File: src/rtl/processor_pkg.sv
// Shared pipeline constants, instruction field layout and decode helpers.
package processor_pkg;

  localparam int unsigned DBITS = 32;
  localparam int unsigned REGS  = 16;
  localparam int unsigned RBITS = 4;

  localparam logic [3:0] OP_ALUR   = 4'h0;
  localparam logic [3:0] OP_BRANCH = 4'h2;
  localparam logic [3:0] OP_STORE  = 4'h5;
  localparam logic [3:0] OP_LOAD   = 4'h9;

  localparam logic [DBITS-1:0] INST_HALT = 32'h0000_dead;

  // Low bit of each instruction field
  localparam int unsigned OP_LSB  = 28;
  localparam int unsigned FN_LSB  = 24;
  localparam int unsigned RD_LSB  = 20;
  localparam int unsigned RS1_LSB = 16;
  localparam int unsigned RS2_LSB = 12;
  localparam int unsigned IMM_LSB = 0;
  localparam int unsigned IMM_W   = 16;

  typedef struct packed {
    logic             valid;
    logic [DBITS-1:0] pc;
    logic [3:0]       op;
    logic [3:0]       fn;
    logic [RBITS-1:0] rd;
    logic [DBITS-1:0] rs1_val;
    logic [DBITS-1:0] rs2_val;
    logic [DBITS-1:0] imm;
    logic             wr_reg;
    logic             is_load;
  } id_bundle_t;

  function automatic logic [DBITS-1:0] sext_imm(input logic [DBITS-1:0] inst);
    logic [IMM_W-1:0] imm;
    imm = inst[IMM_LSB +: IMM_W];
    return {{(DBITS - IMM_W){imm[IMM_W-1]}}, imm};
  endfunction

  // Opcodes whose rs2 field is a real register operand
  function automatic logic reads_rs2(input logic [3:0] op);
    return (op == OP_ALUR) || (op == OP_STORE) || (op == OP_BRANCH);
  endfunction

endpackage

File: src/rtl/reg_file.sv
// 2-read 1-write register file, no reset on contents.
// DECODE_WB_BYPASS_EN: same-cycle write data is forwarded to matching reads.
module reg_file #(
  parameter int unsigned DBITS = 32,
  parameter int unsigned REGS  = 16,
  localparam int unsigned RBITS = $clog2(REGS)
) (
  input  logic             clk_i,
  input  logic [RBITS-1:0] ra1_i,
  input  logic [RBITS-1:0] ra2_i,
  output logic [DBITS-1:0] rd1_o,
  output logic [DBITS-1:0] rd2_o,
  input  logic             we_i,
  input  logic [RBITS-1:0] wa_i,
  input  logic [DBITS-1:0] wd_i
);

  logic [DBITS-1:0] regs_q [REGS];

  always_ff @(posedge clk_i) begin
    if (we_i) begin
      regs_q[wa_i] <= wd_i;
    end
  end

  always_comb begin
    rd1_o = regs_q[ra1_i];
    rd2_o = regs_q[ra2_i];
`ifdef DECODE_WB_BYPASS_EN
    if (we_i && (wa_i == ra1_i)) rd1_o = wd_i;
    if (we_i && (wa_i == ra2_i)) rd2_o = wd_i;
`endif
  end

endmodule

File: src/rtl/stage_decode.sv
// Decode stage: IF/ID register, decode, register read, ID/EX register, load-use stall.
// Optional DECODE_WB_BYPASS_EN enables write-before-read in the register file.
module stage_decode
  import processor_pkg::*;
(
  input  logic             clk,
  input  logic             reset,
  input  logic [DBITS-1:0] if_pc,
  input  logic [DBITS-1:0] if_inst,
  input  logic             flush,
  input  logic             wb_en,
  input  logic [RBITS-1:0] wb_rd,
  input  logic [DBITS-1:0] wb_data,
  output logic             pc_stay,
  output logic             id_valid,
  output logic [DBITS-1:0] id_pc,
  output logic [3:0]       id_op,
  output logic [3:0]       id_fn,
  output logic [RBITS-1:0] id_rd,
  output logic [DBITS-1:0] id_rs1_val,
  output logic [DBITS-1:0] id_rs2_val,
  output logic [DBITS-1:0] id_imm,
  output logic             id_wr_reg,
  output logic             id_is_load
);

  logic             ifid_valid_q, ifid_valid_d;
  logic [DBITS-1:0] ifid_pc_q, ifid_pc_d;
  logic [DBITS-1:0] ifid_inst_q, ifid_inst_d;
  id_bundle_t       id_q, id_d, dec;

  logic [3:0]       op;
  logic [RBITS-1:0] rs1, rs2;
  logic [DBITS-1:0] rs1_val, rs2_val;
  logic             stall;

  assign op  = ifid_inst_q[OP_LSB +: 4];
  assign rs1 = ifid_inst_q[RS1_LSB +: RBITS];
  assign rs2 = ifid_inst_q[RS2_LSB +: RBITS];

  reg_file #(
    .DBITS(DBITS),
    .REGS (REGS)
  ) u_reg_file (
    .clk_i(clk),
    .ra1_i(rs1),
    .ra2_i(rs2),
    .rd1_o(rs1_val),
    .rd2_o(rs2_val),
    .we_i (wb_en),
    .wa_i (wb_rd),
    .wd_i (wb_data)
  );

  always_comb begin
    dec         = '0;
    dec.valid   = ifid_valid_q && (ifid_inst_q != INST_HALT);
    dec.pc      = ifid_pc_q;
    dec.op      = op;
    dec.fn      = ifid_inst_q[FN_LSB +: 4];
    dec.rd      = ifid_inst_q[RD_LSB +: RBITS];
    dec.rs1_val = rs1_val;
    dec.rs2_val = rs2_val;
    dec.imm     = sext_imm(ifid_inst_q);
    dec.wr_reg  = dec.valid && (op != OP_STORE) && (op != OP_BRANCH);
    dec.is_load = dec.valid && (op == OP_LOAD);
  end

  // Reset clears id_q asynchronously, which drops the stall with it
  assign stall = id_q.valid && id_q.is_load && ifid_valid_q &&
                 ((id_q.rd == rs1) || ((id_q.rd == rs2) && reads_rs2(op)));
  assign pc_stay = stall && !flush;

  always_comb begin
    ifid_valid_d = 1'b1;
    ifid_pc_d    = if_pc;
    ifid_inst_d  = if_inst;
    id_d         = dec;
    if (flush) begin
      ifid_valid_d = 1'b0;
      id_d.valid   = 1'b0;
      id_d.wr_reg  = 1'b0;
      id_d.is_load = 1'b0;
    end else if (stall) begin
      ifid_valid_d = ifid_valid_q;
      ifid_pc_d    = ifid_pc_q;
      ifid_inst_d  = ifid_inst_q;
      id_d.valid   = 1'b0;
      id_d.wr_reg  = 1'b0;
      id_d.is_load = 1'b0;
    end
  end

  always_ff @(posedge clk or posedge reset) begin
    if (reset) begin
      ifid_valid_q <= 1'b0;
      ifid_pc_q    <= '0;
      ifid_inst_q  <= '0;
      id_q         <= '0;
    end else begin
      ifid_valid_q <= ifid_valid_d;
      ifid_pc_q    <= ifid_pc_d;
      ifid_inst_q  <= ifid_inst_d;
      id_q         <= id_d;
    end
  end

  assign id_valid   = id_q.valid;
  assign id_pc      = id_q.pc;
  assign id_op      = id_q.op;
  assign id_fn      = id_q.fn;
  assign id_rd      = id_q.rd;
  assign id_rs1_val = id_q.rs1_val;
  assign id_rs2_val = id_q.rs2_val;
  assign id_imm     = id_q.imm;
  assign id_wr_reg  = id_q.wr_reg;
  assign id_is_load = id_q.is_load;

endmodule

File: config.mk
export PLATFORM = sky130hd
export DESIGN_NAME = stage_decode
export DESIGN_NICKNAME = d
export VERILOG_FILES = /design/src/rtl/processor_pkg.sv /design/src/rtl/reg_file.sv /design/src/rtl/stage_decode.sv
export SDC_FILE = /design/constraint.sdc
export NUM_CORES = 1
export LEC_CHECK = 0
export ABC_CLOCK_PERIOD_IN_PS = 16100
export CELL_PAD_IN_SITES_DETAIL_PLACEMENT = 1
export CELL_PAD_IN_SITES_GLOBAL_PLACEMENT = 2
export CORE_MARGIN = 5
export CORE_UTILIZATION = 31
export DETAILED_ROUTE_END_ITERATION = 7
export PLACE_DENSITY_LB_ADDON = 0.1
export SLEW_MARGIN = 20
export SYNTH_ARGS = -nofsm -noshare
export SYNTH_HDL_FRONTEND = slang
export SYNTH_SLANG_ARGS = --single-unit
export TNS_END_PERCENT = 50
File: constraint.sdc
create_clock -name clk -period 16.1 [get_ports clk]
set_clock_uncertainty 0.05 [all_clocks]
set_input_delay 1.61 -clock clk [delete_from_list [all_inputs] [get_ports clk]]
set_output_delay 1.61 -clock clk [all_outputs]
set_load 0.01 [all_outputs]
==> flow_summary_export.csv <==
group,metric,value,unit
die,fp.coreArea,93600,um2
worst_hold_path,hold_path_class,"reg2reg",
power_and_ir_drop,powerDensity,117,nW/um2
drt,drtIter0Drc,878,
drt,drc_errors,0,
worst_setup_path,cp_slowest_stage_delay,560,ps
clock_network,post_cts_buffers,0,
clock_network,cts-root-buf,"clkbuf_16",
yosys,synth_edf_count,512,
die,die_w,318,um
timing,min_period_over_period,0.364,
timing,fin_crit,5870,ps
finish,drive_above_1_share,0.319,
worst_setup_path,path_common_cell,"clkdlybuf4s50_1",
worst_setup_path,crit_type,"in2out",
power_and_ir_drop,peakVddDrop,0.0689,mV
yosys,syn_nets,1459,
clock_network,h-tree-depth,3,
clock_network,cts_buffers,80,
yosys,synthDistinctLibCells,34,
die,dieArea,101000,um2
finish,syn_to_final_growth,22.1,%
yosys,yosys_warnings,0,
grt,grt_pass1_vias,16756,
finish,fin_nets,1714,
worst_setup_path,path_max_fanout,39,
timing,fin_tns_setup,0,ps
worst_setup_path,cp.required,14440,ps
yosys,synthArstFlopShare,0.273,
place,dp_hpwl,44.3,mm
worst_setup_path,cp_cell_sequence,"clkdlybuf4s50_1 > and4b_1 > nor4b_1 > a22oi_2 > buf_4 > inv_1 > clkdlybuf4s50_1",
die,die_h,318,um
finish,fill_cells,9013,
clock_network,cts_tree,"done",
drt,routed_via_density,5.04,
grt,antenna_found_initial,6,
die,start_util,0.313,
yosys,ys_ff_latch,704,
finish,seqCellArea,20200,um2
drt,wl_met1,37.6,mm
finish,final_util,0.383,
place,place_congestion,0.727,
drt,firstDrtPassIters,4,
timing,slew_viol_final,0,
worst_setup_path,arrival,4210,ps
drt,routed-via-count,14790,
job,maxCapViolations,0,
timing,tightest_slew,1010,ps
drt,route.met3.wl,3.89,mm
place,dpl_worst_slack,10220,ps
place,portBuffers,247,
drt,ant_nets,0,
power_and_ir_drop,p_leak,11.9,nW
status,status,"completed",
worst_setup_path,end_kind,"output pin",
finish,top_register,"u_reg_file.regs_q",
timing,fmax,170,MHz
grt,grt-ovfl-total,0,
finish,finalInstanceArea,35800,um2
clock_network,cts-resized-gates,0,
drt,routed_wl,81.9,mm
die,fp-row-count,112,
clock_network,clock_latency,610,ps
worst_setup_path,crit_family,"buffers and inverters",
clock_network,cts_hold_buf,0,
place,placed_cells,2781,
yosys,netlist_instances,1355,
drt,wl_per_cell,27.9,um
yosys,synth_top_flop_cell,"edfxtp_1",
finish,multi_input_area,8630,um2
timing,fin_ws,10230,ps
grt,grt_max_degree,132,
yosys,ys_seq_area_frac,0.688,
clock_network,cts_sinks,704,
worst_setup_path,crit_buf_inv,4,
grt,grtUsageTotal,0.161,
grt,grt_pass1_wl,121,mm
finish,layout_commonest_cell,"edfxtp_1",
timing,relSlewSlack,0.325,
drt,wl_met2,39.2,mm
clock_network,cts_buffer_depth,3,
place,dpl_cell_area,33200,um2
finish,largest_reg_flops,512,
yosys,avgSynthCellArea,21.7,um2
drt,routed.top_layer,"met4",
worst_setup_path,critPathSlowestCell,"buf_4",
yosys,syn-cell-area,29300,um2
timing,finalSetupViolations,0,
finish,stdcell_count,2936,
worst_setup_path,cp-start-kind,"input port",
timing,rsz0062_at_grt,"false",
die,top_level_ports,248,
clock_network,path_clk_slew,50,ps
timing,hold_viol_final,0,
finish,final_cell_mix,"512 x edfxtp_1, 288 x mux4_2, 247 x clkdlybuf4s50_1",
worst register-to-register path: stages, from the launching register on:
cell and delay [ps]:
dfrtp_4 700, buf_12 660, buf_4 760, mux4_2 590, nor2b_1 150, a211oi_1 390
a21oi_1 110
area by class of cell:
type | count | share of cell area
Clock buffer | 122 | 0.0657
Timing Repair Buffer | 281 | 0.0771
Antenna cell | 6 | 0.000419
Tap cell | 1254 | 0.0438
Inverter | 3 | 0.000524
Clock inverter | 26 | 0.00748
Multi-Input combinational cell | 540 | 0.241
Sequential cell | 704 | 0.564
metal layers:
layer  vias up  global-route usage
met4         0              0.0343
met5         -                   0
met1      8143               0.225
li1       6226                   -
met3        77              0.0346
met2       344               0.261
cell usage after synthesis (4+ instances only):
library cell  count  area share
a21oi_1          33      0.0056
buf_2            22      0.0038
and4b_1           4      0.0014
nor2b_1          33      0.0070
buf_6            17      0.0065
edfxtp_1        512        0.52
xor2_1            8      0.0024
mux2i_1          32       0.011
nor2_1           14      0.0018
buf_4            20      0.0051
dfrtp_1         192        0.16
mux4_2          288        0.22
mux2_2           64       0.025
a211oi_1         33      0.0084
clkbuf_1         46      0.0059
nor3_1            5     0.00085
power by group:
part / internal [mW] / total [mW] / switching [mW]
Sequential: 2.01 / 2.05 / 0.0387
Combinational: 0.177 / 0.337 / 0.160
Clock: 1.09 / 1.81 / 0.722
final timing paths:
| check | endpoint | cells past startpoint | slack (ps) | startpoint |
|---|---|---|---|---|
| worst max register to register | id_rs2_val[14] | 6 | 12530 | ifid_inst_q[12] |
| max in group asynchronous | ifid_inst_q[13] | 4 | 12790 | reset |
| min in group asynchronous | ifid_pc_q[8] | 2 | 1320 | reset |
| worst min-delay path | id_pc[27] | 0 | 310 | ifid_pc_q[27] |
| worst min register to register | id_pc[27] | 0 | 310 | ifid_pc_q[27] |
| worst max-delay path | pc_stay | 7 | 10230 | flush |
cell families (layout without fill, tap and decap cells):
logic type      Yosys count  after routing  synth area share
mux                     384            384             0.257
simple gates             76             76            0.0158
flops                   704            704             0.688
buf+inv                 111            432            0.0221
compound gates           72             72            0.0155
other cells               0              6                 0
xor+xnor                  8              8           0.00239
metrics by stage:
step,power [mW],hold slack [ps]
6_report,4.20,307
5_1_grt,4.38,325
4_1_cts,4.28,306
3_5_place_dp,2.44,308
3_3_place_gp,2.43,307
2_1_floorplan,2.26,299
Power figures use the tool's default switching activity.
